==> config.mk <==
export PLATFORM = sky130hd
export DESIGN_NAME = i2c_txn_sequencer
export DESIGN_NICKNAME = d
export VERILOG_FILES = /design/src/rtl/i2c_txn_sequencer.sv
export SDC_FILE = /design/constraint.sdc
export NUM_CORES = 1
export LEC_CHECK = 0
export CAP_MARGIN = 25
export CELL_PAD_IN_SITES_DETAIL_PLACEMENT = 1
export CELL_PAD_IN_SITES_GLOBAL_PLACEMENT = 1
export CORE_MARGIN = 5
export CORE_UTILIZATION = 39
export CTS_BUF_LIST = sky130_fd_sc_hd__clkbuf_8
export DETAILED_ROUTE_END_ITERATION = 7
export PLACE_DENSITY = 0.83
export SYNTH_ARGS = -nofsm -noshare
export SYNTH_HDL_FRONTEND = slang
export SYNTH_SLANG_ARGS = --single-unit
==> constraint.sdc <==
create_clock -name clk -period 2.2 [get_ports clk]
set_input_delay 0.55 -clock clk [delete_from_list [all_inputs] [get_ports clk]]
set_output_delay 0.55 -clock clk [all_outputs]
set_load 0.005 [all_outputs]
==> src/rtl/i2c_txn_sequencer.sv <==
// Drives the byte-level I2C core through START, address, N data bytes and STOP for one command at a time.
// First core pulse 1 cycle after accept; wr stream stalls on wr_ready, cmd_valid while busy is dropped.
module i2c_txn_sequencer #(
    parameter int LEN_W   = 4,
    parameter int TMO_W   = 16,
    parameter int TMO_MAX = 50000
) (
    input  logic             clk,
    input  logic             reset,
    input  logic             cmd_valid,
    output logic             cmd_ready,
    input  logic [6:0]       cmd_addr,
    input  logic             cmd_rnw,
    input  logic [LEN_W-1:0] cmd_len,
    input  logic [7:0]       wr_data,
    input  logic             wr_valid,
    output logic             wr_ready,
    output logic [7:0]       rd_data,
    output logic             rd_valid,
    output logic             busy,
    output logic             txn_done,
    output logic             err_nack,
    output logic             err_tmo,
    input  logic             core_ready,
    input  logic             core_done,
    input  logic             core_ack,
    input  logic [7:0]       core_rdata,
    output logic             core_start,
    output logic             core_stop,
    output logic             core_write,
    output logic             core_read,
    output logic             core_nack,
    output logic [7:0]       core_wdata
);

    typedef enum logic [2:0] {
        S_IDLE, S_START, S_ADDR, S_WFETCH, S_WR, S_RD, S_STOP, S_FIN
    } state_t;

    localparam logic [TMO_W-1:0] TMO_LAST = TMO_W'(TMO_MAX - 1);
    localparam logic [TMO_W-1:0] TMO_ONE  = TMO_W'(1);
    localparam logic [LEN_W-1:0] CNT_ONE  = LEN_W'(1);
    localparam logic [LEN_W-1:0] CNT_ZERO = '0;

    state_t           state, state_nxt;
    logic             issued, issued_nxt;
    logic [TMO_W-1:0] tmo_cnt, tmo_nxt;
    logic [LEN_W-1:0] cnt, cnt_nxt;
    logic [6:0]       addr_q, addr_nxt;
    logic             rnw_q, rnw_nxt;
    logic             nack_nxt, tmo_err_nxt, rd_valid_nxt;
    logic [7:0]       wdata_nxt, rd_data_nxt;
    logic             is_issue, pulse, done_ok;

    always_ff @(posedge clk or posedge reset) begin
        if (reset) begin
            state      <= S_IDLE;
            issued     <= 1'b0;
            tmo_cnt    <= '0;
            cnt        <= '0;
            addr_q     <= '0;
            rnw_q      <= 1'b0;
            err_nack   <= 1'b0;
            err_tmo    <= 1'b0;
            core_wdata <= '0;
            rd_data    <= '0;
            rd_valid   <= 1'b0;
        end else begin
            state      <= state_nxt;
            issued     <= issued_nxt;
            tmo_cnt    <= tmo_nxt;
            cnt        <= cnt_nxt;
            addr_q     <= addr_nxt;
            rnw_q      <= rnw_nxt;
            err_nack   <= nack_nxt;
            err_tmo    <= tmo_err_nxt;
            core_wdata <= wdata_nxt;
            rd_data    <= rd_data_nxt;
            rd_valid   <= rd_valid_nxt;
        end
    end

    always_comb begin
        state_nxt    = state;
        issued_nxt   = issued;
        tmo_nxt      = tmo_cnt;
        cnt_nxt      = cnt;
        addr_nxt     = addr_q;
        rnw_nxt      = rnw_q;
        nack_nxt     = err_nack;
        tmo_err_nxt  = err_tmo;
        wdata_nxt    = core_wdata;
        rd_data_nxt  = rd_data;
        rd_valid_nxt = 1'b0;
        core_start   = 1'b0;
        core_stop    = 1'b0;
        core_write   = 1'b0;
        core_read    = 1'b0;
        pulse        = 1'b0;
        done_ok      = 1'b0;

        is_issue = (state == S_START) || (state == S_ADDR) || (state == S_WR) ||
                   (state == S_RD)    || (state == S_STOP);

        // One pulse per issuing state, then wait for done; done beats the watchdog in the same cycle.
        if (is_issue) begin
            if (!issued) begin
                if (core_ready) begin
                    pulse      = 1'b1;
                    issued_nxt = 1'b1;
                    tmo_nxt    = '0;
                end
            end else if (core_done) begin
                issued_nxt = 1'b0;
                done_ok    = 1'b1;
            end else if (tmo_cnt == TMO_LAST) begin
                issued_nxt  = 1'b0;
                tmo_err_nxt = 1'b1;
                state_nxt   = S_FIN;
            end else begin
                tmo_nxt = tmo_cnt + TMO_ONE;
            end
        end

        case (state)
            S_IDLE: begin
                if (cmd_valid) begin
                    addr_nxt    = cmd_addr;
                    rnw_nxt     = cmd_rnw;
                    cnt_nxt     = cmd_len;
                    nack_nxt    = 1'b0;
                    tmo_err_nxt = 1'b0;
                    state_nxt   = S_START;
                end
            end
            S_START: begin
                core_start = pulse;
                if (done_ok) begin
                    wdata_nxt = {addr_q, rnw_q};
                    state_nxt = S_ADDR;
                end
            end
            S_ADDR: begin
                core_write = pulse;
                if (done_ok) begin
                    if (!core_ack) begin
                        nack_nxt  = 1'b1;
                        state_nxt = S_STOP;
                    end else if (cnt == CNT_ZERO) begin
                        state_nxt = S_STOP;
                    end else begin
                        state_nxt = rnw_q ? S_RD : S_WFETCH;
                    end
                end
            end
            S_WFETCH: begin
                if (wr_valid) begin
                    wdata_nxt = wr_data;
                    state_nxt = S_WR;
                end
            end
            S_WR: begin
                core_write = pulse;
                if (done_ok) begin
                    if (cnt != CNT_ZERO) cnt_nxt = cnt - CNT_ONE;
                    if (!core_ack) begin
                        nack_nxt  = 1'b1;
                        state_nxt = S_STOP;
                    end else begin
                        state_nxt = (cnt <= CNT_ONE) ? S_STOP : S_WFETCH;
                    end
                end
            end
            S_RD: begin
                core_read = pulse;
                if (done_ok) begin
                    rd_data_nxt  = core_rdata;
                    rd_valid_nxt = 1'b1;
                    if (cnt != CNT_ZERO) cnt_nxt = cnt - CNT_ONE;
                    if (cnt <= CNT_ONE) state_nxt = S_STOP;
                end
            end
            S_STOP: begin
                core_stop = pulse;
                if (done_ok) state_nxt = S_FIN;
            end
            S_FIN:   state_nxt = S_IDLE;
            default: state_nxt = S_IDLE;
        endcase
    end

    assign cmd_ready = (state == S_IDLE);
    assign wr_ready  = (state == S_WFETCH);
    assign txn_done  = (state == S_FIN);
    assign busy      = (state != S_IDLE) && (state != S_FIN);
    assign core_nack = (state == S_RD) && (cnt == CNT_ONE);

endmodule

==> results.md, run 1 <==
* Type of the most critical hold path: register to register
* Fraction of the yosys area taken by sequential cells at 47.5%
* Total instance count after detailed placement at 450
* Horizontal extent of the die at 93.0 um
* Number of ports placed on the die boundary at 63
* Number of input and output port buffers inserted at 62
* Leakage component of the power at 0.00164 uW
* Synth warn at 0
* Initial core utilization at 39.8%
* Fraction of final layout cells with drive strength greater than 1 at 19.5%
* Number of detailed-routing iterations run before antenna repair at 4
* Number of synthesized flops with an enable pin at 0
* Max Cap Violations at 0
* Maximum number of pins on one net before global-route repair at 52
* Final clock period utilization by the worst path at 98.6%
* Core outline area at 6760 sq um
* GRT overflow at 0
* Final Hold Viols at 0
* Mean routed wirelength per cell at 17.8 um
* Result of the run: finished, final reports clean
* Wire length after detailed routing at 8260 um
* Combined flip-flop and latch cell area at 1280 sq um
* Hold buffer count at CTS at 0
* Post-layout net count at 422
* Violation count after the first detailed-route iteration at 53
* Final setup viols at 0
* Post-synth net total at 331
* Category of the most critical setup path: register to output port
* Die Outline Area at 8650 sq um
* Buffer type at the clock tree root: sky130_fd_sc_hd__clkbuf_8
* Max Clock Skew at 0.00366 ns
* Number of different library cells in the post-synthesis netlist at 51
* Count of non-filler cells in the finished layout at 464
* Number of buffers on the longest clock path at 2
* Post-DRT Antenna Nets at 0
* Maximum fanout along the worst path at 11
* Site row count at 30
* Num Clock Sinks at 51
* Vias after detailed routing at 2586
* Most used flip-flop cell after synthesis: sky130_fd_sc_hd__dfrtp_1
* Footprint of the multi-input gates at 1360 sq um
* Global placer's final weighted congestion at 0.861
* Kind of start point of the critical path: register
* Total GRT Usage at 19.2%
* Clock H-tree levels at 2
* Post-Syn Instances at 292
* Kind of cell adding the most delay to the critical path: buffers and inverters
* Slowest Stage Delay on Critical Path at 0.43 ns
* Floorplan die height at 93.0 um
* CTS tree: done
* Antenna cells at 0
* DRC at 0
* Area Overhead vs Synth at 41.6%
* Crit. End Element: output port
* Global-route wire length before repair at 13300 um
* Via density per instance at 5.57
* Avg Cell Area, Syn at 9.20 sq um
* Vias in the first global route at 2798
* Clock Latency Late Sink at 0.30 ns
* Buffering stage count on the worst path with inverters included at 3
* Peak VDD IR at 0.000496 V
* Worst-Margin Slew at 0.559 ns
* Clock period minus worst slack at 2.17 ns
* Number of buffers created by CTS at 5
* Clock-pin slew on the worst setup and hold paths at 0.10 ns
* Master of the slowest instance on the critical path: sky130_fd_sc_hd__dfrtp_1
* Top achievable clock speed at 0.461 GHz
* Mapped Area at 2690 sq um
* Total power divided by cell area at 1190 nW/um^2
* Max Transition Viols Final at 0
* Req. time, crit path at 1.65 ns
* Critical path data arrival time at 1.62 ns
* Cell breakdown of the critical path: buf_6 -> inv_1 -> nand2_1 -> nor3_2 -> clkdlybuf4s15_1
* Antenna violations before repair at 0
* Share of synthesized flip-flops with an asynchronous set or reset at 100%
* Sum of net half-perimeters after detailed placement at 5810 um
* Fill count at 765
* Worst slew margin relative to its limit at 62.4%
* Total power after layout at 4540 uW
* Final sum of negative setup slack at 0 ns
* Number of register bits inferred by synthesis at 51
==> report_power, final <==
part | internal (uW) | switching (uW) | leakage [uW]
Sequential | 1270 | 231 | 0.000643
Clock | 375 | 325 | 0.0000618
Combinational | 1200 | 1150 | 0.000938
==> worst paths after layout <==
| kind | to | startpoint | slack, ns | cells after the start |
|---|---|---|---|---|
| max in group asynchronous | tmo_cnt[5]$_DFFE_PP0P_ | reset | 1.35 | 3 |
| max reg2reg | tmo_cnt[12]$_DFFE_PP0P_ | state[1]$_DFF_PP0_ | 0.09 | 7 |
| min | rd_data[6]$_DFFE_PP0P_ | rd_data[6]$_DFFE_PP0P_ | 0.49 | 2 |
| min in group asynchronous | core_wdata[6]$_DFFE_PP0P_ | reset | 0.60 | 3 |
| max | core_start | state[1]$_DFF_PP0_ | 0.03 | 5 |
| min reg2reg | rd_data[6]$_DFFE_PP0P_ | rd_data[6]$_DFFE_PP0P_ | 0.49 | 2 |
==> worst reg2reg max path, stage by stage, from the launching register on <==
cell and delay (ns):
sky130_fd_sc_hd__dfrtp_1 0.43, sky130_fd_sc_hd__buf_6 0.14, sky130_fd_sc_hd__and2_4 0.15, sky130_fd_sc_hd__or3_4 0.37, sky130_fd_sc_hd__buf_4 0.15, sky130_fd_sc_hd__o21a_4 0.14
sky130_fd_sc_hd__or4_1 0.51, sky130_fd_sc_hd__a21oi_1 0.15
==> flip-flops by register name, summed over array words and instances (netlist names) <==
| name | flops |
|---|---|
| addr_q | 7 |
| state | 3 |
| err_nack | 1 |
| core_wdata | 8 |
| rnw_q | 1 |
| rd_valid | 1 |
| rd_data | 8 |
| issued | 1 |
| err_tmo | 1 |
| tmo_cnt | 16 |
| cnt | 4 |
==> layout make-up <==
class | count | share of cell area, %
Inverter | 10 | 0.986
Clock buffer | 6 | 2.17
Timing Repair Buffer | 95 | 23.9
Multi-Input combinational cell | 220 | 35.8
Tap cell | 80 | 2.63
Clock inverter | 2 | 1.02
Sequential cell | 51 | 33.6
==> per-stage QoR <==
| step | setup WS (ns) | instance area, sq um | util [%] | hold WS [ns] |
|---|---|---|---|---|
| final | 0.0318 | 3810 | 56.3 | 0.489 |
| after global routing | -0.0516 | 3810 | 56.3 | 0.522 |
| after CTS | -0.00549 | 3740 | 55.4 | 0.499 |
| after detailed placement | -0.385 | 3580 | 53.0 | 0.474 |
| after global placement | -0.367 | 3580 | 53.0 | 0.457 |
| after floorplan | 0.215 | 2690 | - | 0.470 |
==> repair_timing <==
action,in CTS,in global routing
setup buffers,2,4
pin swaps,2,2
endpoints found under the setup margin,8,10
gates resized for setup,23,15
==> cell usage in the layout, fill, tap and decap left out, types with 3 or more instances in the layout <==
master                            netlist  final
sky130_fd_sc_hd__a21oi_1               22     22
sky130_fd_sc_hd__or3_4                  1      3
sky130_fd_sc_hd__buf_4                  0     24
sky130_fd_sc_hd__or4_1                  3      3
sky130_fd_sc_hd__nand2_1               40     39
sky130_fd_sc_hd__nor3_1                10      8
sky130_fd_sc_hd__ha_1                   4      3
sky130_fd_sc_hd__xnor2_1                6      6
sky130_fd_sc_hd__inv_1                  8      7
sky130_fd_sc_hd__nand3_1                9      9
sky130_fd_sc_hd__nand4_1                4      4
sky130_fd_sc_hd__clkbuf_8               0      6
sky130_fd_sc_hd__buf_6                  0      7
sky130_fd_sc_hd__mux2_2                 9      9
sky130_fd_sc_hd__nor4_1                 3      3
sky130_fd_sc_hd__or3_1                  7      5
sky130_fd_sc_hd__nand2b_1               4      4
sky130_fd_sc_hd__o21ai_1                5      5
sky130_fd_sc_hd__mux2i_1                8      8
sky130_fd_sc_hd__nor2_1                35     34
sky130_fd_sc_hd__o21ai_0               11     11
sky130_fd_sc_hd__dfrtp_1               51     50
sky130_fd_sc_hd__clkdlybuf4s50_1        0     53
sky130_fd_sc_hd__o31ai_1                4      3
==> synthesized netlist by cell type, types with 2 or more instances <==
library cell,number,area (sq um)
sky130_fd_sc_hd__a21oi_1,22,110
sky130_fd_sc_hd__nand4_1,4,25.0
sky130_fd_sc_hd__buf_2,2,10.0
sky130_fd_sc_hd__nand2b_1,4,25.0
sky130_fd_sc_hd__and3_1,2,12.5
sky130_fd_sc_hd__a41oi_1,2,17.5
sky130_fd_sc_hd__nand3_1,9,45.0
sky130_fd_sc_hd__clkbuf_1,7,26.3
sky130_fd_sc_hd__ha_1,4,50.1
sky130_fd_sc_hd__or3_1,7,43.8
sky130_fd_sc_hd__and2_1,2,12.5
sky130_fd_sc_hd__nor3_1,10,50.1
sky130_fd_sc_hd__dfrtp_1,51,1280
sky130_fd_sc_hd__a211oi_1,2,15.0
sky130_fd_sc_hd__o31ai_1,4,30.0
sky130_fd_sc_hd__inv_1,8,30.0
sky130_fd_sc_hd__a21oi_2,2,17.5
sky130_fd_sc_hd__nor2_1,35,131
sky130_fd_sc_hd__o21ai_0,11,55.1
sky130_fd_sc_hd__mux2i_1,8,80.1
sky130_fd_sc_hd__a31oi_1,2,12.5
sky130_fd_sc_hd__mux2_2,9,101
sky130_fd_sc_hd__xnor2_1,6,52.6
sky130_fd_sc_hd__nor2b_1,3,18.8
sky130_fd_sc_hd__a2111oi_0,2,17.5
sky130_fd_sc_hd__nor4_1,3,18.8
sky130_fd_sc_hd__o21ai_1,5,25.0
sky130_fd_sc_hd__or4_1,3,22.5
sky130_fd_sc_hd__nor3b_1,2,15.0
sky130_fd_sc_hd__nand2_1,40,150
==> per-layer routing <==
| layer | wire length [um] | global-route usage (%) | up-vias |
|---|---|---|---|
| li1 | - | - | 1212 |
| met5 | 0 | 0 | - |
| met3 | 386 | 4.02 | 24 |
| met1 | 3200 | 22.1 | 1270 |
| met4 | 282 | 6.59 | 0 |
| met2 | 4390 | 34.9 | 80 |
==> logic make-up after synthesis <==
family	after synthesis	synth area share, %
and+or+nand+nor	132	24.4
AOI/OAI and AO/OA	61	14.1
DFF	51	47.5
buffers and inverters	21	3.44
muxes	17	6.75
xor gates and xnor gates	6	1.96
adders and majority gates	4	1.86
Power figures use the tool's default switching activity.
==> run 2, diff against run 1 <==
SLEW_MARGIN = 20   (was not set)
==> results of run 2 <==
The final DEF is identical to that of run 1; final timing and power are the same.
